$ cat config.mk
export PLATFORM = sky130hd
export DESIGN_NAME = uart_rx_fsm
export DESIGN_NICKNAME = d
export VERILOG_FILES = /design/src/rtl/uart_rx_fsm.sv
export SDC_FILE = /design/constraint.sdc
export NUM_CORES = 1
export LEC_CHECK = 0
export CAP_MARGIN = 10
export CORE_MARGIN = 2
export CORE_UTILIZATION = 54
export CTS_CLUSTER_DIAMETER = 200
export DETAILED_ROUTE_END_ITERATION = 10
export MAX_ROUTING_LAYER = met4
export PLACE_DENSITY = 0.77
export SLEW_MARGIN = 5
export SYNTH_ARGS = -nofsm -noshare
export SYNTH_HDL_FRONTEND = slang
export SYNTH_SLANG_ARGS = --single-unit
$ cat constraint.sdc
create_clock -name clk -period 1.8 [get_ports clk]
set_input_delay 0.36 -clock clk [delete_from_list [all_inputs] [get_ports clk]]
set_output_delay 0.36 -clock clk [all_outputs]
set_load 0.02 [all_outputs]
$ cat src/rtl/uart_rx_fsm.sv
// uart_rx_fsm: oversampling UART receiver; deserialises start/data/stop frames,
// rejects false starts and flags framing errors with a one-cycle done strobe.
module uart_rx_fsm #(
    parameter int D_BIT   = 8,
    parameter int SB_TICK = 16
) (
    input  logic             clk,
    input  logic             rst,
    input  logic             rx,
    input  logic             s_tick,
    output logic             rx_done_tick,
    output logic [D_BIT-1:0] dout,
    output logic             frame_err,
    output logic             busy
);
    localparam int S_W = ($clog2(SB_TICK) > 4) ? $clog2(SB_TICK) : 4;
    localparam int N_W = (D_BIT > 1) ? $clog2(D_BIT) : 1;

    typedef enum logic [1:0] {IDLE, START, DATA, STOP} state_t;

    state_t           state, state_n;
    logic [S_W-1:0]   s, s_n;
    logic [N_W-1:0]   n, n_n;
    logic [D_BIT-1:0] shreg, shreg_n, dout_n;
    logic             rx_m, rx_s, done_n, ferr_n;

    always_ff @(posedge clk or negedge rst) begin
        if (!rst) begin
            rx_m         <= 1'b1;
            rx_s         <= 1'b1;
            state        <= IDLE;
            s            <= '0;
            n            <= '0;
            shreg        <= '0;
            dout         <= '0;
            rx_done_tick <= 1'b0;
            frame_err    <= 1'b0;
            busy         <= 1'b0;
        end else begin
            rx_m         <= rx;
            rx_s         <= rx_m;
            state        <= state_n;
            s            <= s_n;
            n            <= n_n;
            shreg        <= shreg_n;
            dout         <= dout_n;
            rx_done_tick <= done_n;
            frame_err    <= ferr_n;
            busy         <= (state_n != IDLE);
        end
    end

    // tick counter s times the half-bit to mid-start, then full bits to each centre
    always_comb begin
        state_n = state;
        s_n     = s;
        n_n     = n;
        shreg_n = shreg;
        case (state)
            IDLE: begin
                if (!rx_s) begin
                    state_n = START;
                    s_n     = '0;
                end
            end
            START: begin
                if (s_tick) begin
                    if (s == S_W'(7)) begin
                        state_n = rx_s ? IDLE : DATA;
                        s_n     = '0;
                        n_n     = '0;
                    end else begin
                        s_n = s + S_W'(1);
                    end
                end
            end
            DATA: begin
                if (s_tick) begin
                    if (s == S_W'(15)) begin
                        s_n     = '0;
                        shreg_n = {rx_s, shreg[D_BIT-1:1]};
                        if (n == N_W'(D_BIT-1)) state_n = STOP;
                        else n_n = n + N_W'(1);
                    end else begin
                        s_n = s + S_W'(1);
                    end
                end
            end
            STOP: begin
                if (s_tick) begin
                    if (s == S_W'(SB_TICK-1)) state_n = IDLE;
                    else s_n = s + S_W'(1);
                end
            end
            default: state_n = IDLE;
        endcase
    end

    always_comb begin
        done_n = (state == STOP) && s_tick && (s == S_W'(SB_TICK-1));
        dout_n = done_n ? shreg : dout;
        ferr_n = done_n ? ~rx_s : frame_err;
    end
endmodule
==> results of run 1 <==
[registers in the layout (all words and copies together), names as in the netlist]
| signal | flops |
|---|---|
| busy | 1 |
| dout | 8 |
| frame_err | 1 |
| n | 3 |
| rx_done_tick | 1 |
| rx_m | 1 |
| rx_s | 1 |
| s | 4 |
| shreg | 8 |
| state | 2 |
[metrics by stage]
step                      hold WS [ns]  std cells  total power, W
after floorplan                 0.0644        103         0.00118
after global placement           0.346        144         0.00129
after detailed placement         0.349        144         0.00132
after CTS                        0.362        152         0.00174
after global routing             0.360        154         0.00192
final                            0.365        154         0.00180
[power by group through the flow]
stage                     clock network [W]  logic, W  registers, W
after floorplan                           0  0.000308      0.000877
after global placement                    0  0.000397      0.000894
after detailed placement                  0  0.000421      0.000897
after CTS                          0.000433  0.000422      0.000885
after global routing               0.000467  0.000543      0.000911
final                              0.000421  0.000481      0.000894
[final timing paths]
check | end | slack, ns | from | cells after the start
setup / recovery | shreg[2]$_DFFE_PN0P_ | 0.1 | s[0]$_DFFE_PN0P_ | 5
hold / removal | rx_s$_DFF_PN1_ | 0.37 | rx_m$_DFF_PN1_ | 0
setup reg to reg | shreg[2]$_DFFE_PN0P_ | 0.1 | s[0]$_DFFE_PN0P_ | 5
hold reg to reg | rx_s$_DFF_PN1_ | 0.37 | rx_m$_DFF_PN1_ | 0
max in group asynchronous | rx_s$_DFF_PN1_ | 1.08 | rst | 2
min in group asynchronous | rx_done_tick$_DFF_PN0_ | 0.40 | rst | 2
[area by class of cell]
cell class	instances	area, um^2	share of cell area [%]
multi-input combinational	62	510	32.6
inverter	7	26.3	1.68
clock buffer	6	51.3	3.27
sequential	30	753	48.1
timing repair buffer	19	178	11.3
tap	28	35.0	2.24
clock inverter	2	12.5	0.799
[per-layer routing]
metal / share of wire (%) / vias up
met5: 0 / -
met4: 2.2 / 0
met3: 5.6 / 7
met2: 46 / 26
met1: 46 / 407
li1: - / 410
[cell families (layout without fill, tap and decap cells)]
logic type      count (synthesis)  after routing  synth area share [%]
compound gates                 15             15                  7.49
mux                            20             20                  17.1
fa+ha+maj                       3              3                  2.88
flops                          30             30                  57.8
simple gates                   24             24                  10.7
buf+inv                        11             34                  4.03
[synth_stat cells (all sizes together)]
master / count
a221o: 1
nand2b: 1
ha: 3
o21ai: 4
mux2i: 2
and3: 2
dfrtp: 28
nor2: 1
or2: 1
inv: 7
nand3: 2
a21o: 1
a31oi: 4
buf: 4
and4b: 1
mux2: 18
nor2b: 1
a21oi: 2
a21boi: 1
nand2: 11
a41oi: 1
and4: 1
nand4bb: 1
dfstp: 2
o32ai: 1
nor3: 2
[repair_timing]
item                                    CTS  global route
setup buffers                             0             2
gates resized for setup                   0             3
endpoints found under the setup margin    0             8
==> results.cfg, run 1 <==
[sta]
hold_violations = 0
rsz0062_at_grt = no
finalWorstSetupSlack_ns = 0.0998
fin_skew_ns = 0.00767
slew-limit-headroom_pct = 70.4
max_freq_ghz = 0.588
slew_viol_final = 0
min_period_over_period_pct = 94.5
worst_pin_slew_ns = 0.440
setup_violations = 0
period_minus_slack_ns = 1.70
setup_tns_ns = 0

[global_route]
grt_overflow = 0
grt_pass1_vias = 776
antenna_found_initial = 0
use_met1_pct = 24.5
met3_usage_pct = 9.32
use_met2_pct = 26.9
grt_use_total_pct = 19.6
grt_most_used_layer = met2
grt_max_degree = 31
grt_pass1_wl_um = 3560

[floorplanning]
rows = 17
core_um2 = 2250
die_width_um = 53.1
initial_utilization_pct = 57.8
num_io_pins = 15
die-area_um2 = 2820
dieHeight_um = 53.1

[min_path]
hold_class = reg2reg

[finish]
drive_gt1_share_pct = 30.2
final_common_cell = dfrtp_1
final_cell_mix = dfrtp_1 (28), mux2_2 (18), clkdlybuf4s50_1 (14), nand2_1 (11), inv_1 (7)
syn_to_final_growth_pct = 20.3
fillerInstances = 169
nets = 132
post-route-util_pct = 69.5
design_area_um2 = 1570
diodes = 0

[synthesis]
synth-seq-cells = 30
syn_inst = 103
synth_area_leaders = dfrtp_1 (54%), mux2_2 (16%), dfstp_2 (4.0%), nand2_1 (3.2%), ha_1 (2.9%)
ys_types = 28
synth_top_area_share_pct = 53.8
syn_nets = 110
synth_warnings = 0
yosysSeqAreaShare_pct = 57.8
avgSynthCellArea_um2 = 12.6
syn_area_um2 = 1300
yosysTopAreaCell = dfrtp_1

[critical_path]
cpLargestDelayFamily = simple AND/OR/NAND/NOR gates
cp_data_required_time_ns = 2.02
arrival_ns = 1.92
cp_slowest_cell = dfrtp_1
critPathMaxStageDelay_ns = 0.44
crit_type = reg2reg
cp-end-kind = flip-flop
crit_chain = ha_4 -> and4_2 -> nand2_1 -> nor2_4 -> mux2_2
critPathMaxFanout = 8
critical_path_buf_inv_count = 0
worstSetupStartpointType = flip-flop

[power_and_ir_drop]
pwr-share-comb_pct = 26.8
p_int_w = 0.00120
p_per_area_nw_per_um2 = 1150
power.leakage_nw = 0.745
switching_power_w = 0.000593
p_clk_share_pct = 23.4
p_sw_share_pct = 33.0
peakVddDrop_mv = 0.926
p_seq_share_pct = 49.8

[routing]
via_count = 850
drt_iter0_drc = 23
drtPass1Iterations = 4
totalWireLength_um = 2180
viasPerCell = 5.52
ant_nets = 0
routedWlPerCell_um = 14.2
post-route-drc-count = 0

[clocking]
cts_max_level = 2
cts_sinks = 30
cts_tree = yes
cts_buffers = 5
hold_buffers = 0
path_clk_slew_ns = 0.10
clockRootBuffer = clkbuf_4
clk_latency_ns = 0.33
clockBufferDepth = 2

[placed_design]
pre_cts_ws_ns = 0.0167
placed_area_um2 = 1470
io_buffers = 14
place.gp.congestion = 0.690
dpl.hpwl_um = 1440

[run]
drv_cap = 0

[outcome]
status = finished, final reports clean
Power figures use the tool's default switching activity.
==> run 2: changes to the inputs <==
CORE_MARGIN = 4   (was 2)
==> run 2 against run 1 <==
Against the previous run:
- cell count is the same
- maximum frequency down 1.3%
- wire length up 3.5%
- sequential power is essentially flat
- hold slack got worse by 0.0040 ns
- sequential share of layout area is 1.1 points lower
- count of clock-buffer cells in the layout did not move
- total power grew 14%
- combinational power fell by 6.9%
==> results.cfg, run 2 (synthesized netlist as in run 1, its figures left out) <==
[power_and_ir_drop]
p_sw_share_pct = 28.3
p_int_w = 0.00146
peakVddDrop_mv = 1.28
p_seq_share_pct = 43.8
power_w = 0.00204
p_per_area_nw_per_um2 = 1270
pwr-share-comb_pct = 21.9
p_clk_share_pct = 34.2
power.leakage_nw = 0.767
switching_power_w = 0.000577

[sta]
finalWorstSetupSlack_ns = 0.0778
period_minus_slack_ns = 1.72
max_freq_ghz = 0.581
slew-limit-headroom_pct = 72.4
fin_skew_ns = 0.00855
slew_viol_final = 0
hold_violations = 0
worst_pin_slew_ns = 0.410
setup_violations = 0
min_period_over_period_pct = 95.7
setup_tns_ns = 0

[routing]
post-route-drc-count = 0
routedWlPerCell_um = 14.7
via_count = 865
viasPerCell = 5.62
ant_nets = 0
totalWireLength_um = 2260
drt_iter0_drc = 11
drtPass1Iterations = 5

[clocking]
clk_latency_ns = 0.33
path_clk_slew_ns = 0.10
cts_sinks = 30
clockRootBuffer = clkbuf_4
cts_buffers = 5
clockBufferDepth = 2
hold_buffers = 0
cts_tree = yes
cts_max_level = 2

[critical_path]
r2r_slack_ns = 0.08
startpoint = s[1]$_DFFE_PN0P_
r2r-end = shreg[1]$_DFFE_PN0P_
rr_worst_depth = 5
critPathMaxFanout = 8
crit_type = reg2reg
crit-reg2reg-launch = s[1]$_DFFE_PN0P_
cp-endpoint = shreg[1]$_DFFE_PN0P_
cp-end-kind = flip-flop
arrival_ns = 1.94
cp_data_required_time_ns = 2.02
worstSetupStartpointType = flip-flop

[outcome]
status = finished, final reports clean

[finish]
diodes = 0
drive_gt1_share_pct = 30.2
stdcell_count = 154
final_common_cell = dfrtp_1
nets = 132
largestRegisters = dout: 8 flops, shreg: 8 flops, s: 4 flops
design_area_um2 = 1600
final_cell_mix = dfrtp_1 (28), mux2_2 (18), clkdlybuf4s50_1 (14), nand2_1 (11), inv_1 (7)
syn_to_final_growth_pct = 23.2

[placed_design]
place.gp.congestion = 0.768
placed_cells = 144
io_buffers = 14
placed_area_um2 = 1470
pre_cts_ws_ns = 0.0299
dpl.hpwl_um = 1480

[floorplanning]
dieHeight_um = 57.1
initial_utilization_pct = 57.8
rows = 17
num_io_pins = 15
die-area_um2 = 3260
die_width_um = 57.1
core_um2 = 2250

[global_route]
grt_pass1_wl_um = 4060
grt_overflow = 0
grt_use_total_pct = 17.2
grt_pass1_vias = 871
grt_max_degree = 31
antenna_found_initial = 0

[min_path]
hold_class = reg2reg

[run]
drv_cap = 0
-- run 2: worst min path at each step --
stage | start | to | slack, ns | depth (start not counted)
after floorplan | rst | busy$_DFF_PN0_ | 0.06 | 0
after global placement | rx_m$_DFF_PN1_ | rx_s$_DFF_PN1_ | 0.35 | 0
after detailed placement | rx_m$_DFF_PN1_ | rx_s$_DFF_PN1_ | 0.35 | 0
after CTS | rx_m$_DFF_PN1_ | rx_s$_DFF_PN1_ | 0.36 | 0
after global routing | rx_m$_DFF_PN1_ | rx_s$_DFF_PN1_ | 0.37 | 0
final | rx_m$_DFF_PN1_ | rx_s$_DFF_PN1_ | 0.36 | 0
-- run 2: repair_timing --
item                                    CTS  global route
buffers inserted                          0             2
hold endpoints to repair                  0             0
resized for setup                         0             2
endpoints found under the setup margin    0             9
-- run 2: metrics by stage --
| step | hold WS, ns | utilization, % |
|---|---|---|
| 2_1_floorplan | 0.0644 | - |
| 3_3_place_gp | 0.346 | 65.4 |
| 3_5_place_dp | 0.348 | 65.4 |
| 4_1_cts | 0.362 | 70.3 |
| 5_1_grt | 0.372 | 71.1 |
| 6_report | 0.361 | 71.1 |
-- run 2: routing by layer --
metal / GRT usage [%] / part of all wire (%) / vias up / wire, um
met5: - / 0 / - / 0
met4: 12.9 / 3.5 / 0 / 80
met3: 5.20 / 6.3 / 8 / 143
met2: 23.7 / 48 / 29 / 1070
met1: 21.2 / 43 / 419 / 960
li1: - / - / 409 / -
-- run 2: area by class of cell --
class                   instances  area [um^2]
inverters                       7         26.3
clock inverters                 2         60.1
well taps                      28         35.0
multi-input cells              62          500
clock buffers                   6         51.3
flip-flops and latches         30          753
repair buffers                 19          178
fillers                       168          651
-- run 2: power by group through the flow --
stage / logic, W / registers (W) / clock network (W)
final: 0.000448 / 0.000895 / 0.000698
after global routing: 0.000513 / 0.000917 / 0.000758
after CTS: 0.000427 / 0.000887 / 0.000719
after detailed placement: 0.000423 / 0.000899 / 0
after global placement: 0.000397 / 0.000894 / 0
after floorplan: 0.000308 / 0.000877 / 0
-- run 2: worst max-delay path, cell delays in order, from the launching register on --
cell	delay, ns
dfrtp_1	0.41
ha_2	0.24
and4_2	0.27
nand2_1	0.10
nor2_4	0.24
mux2_2	0.36
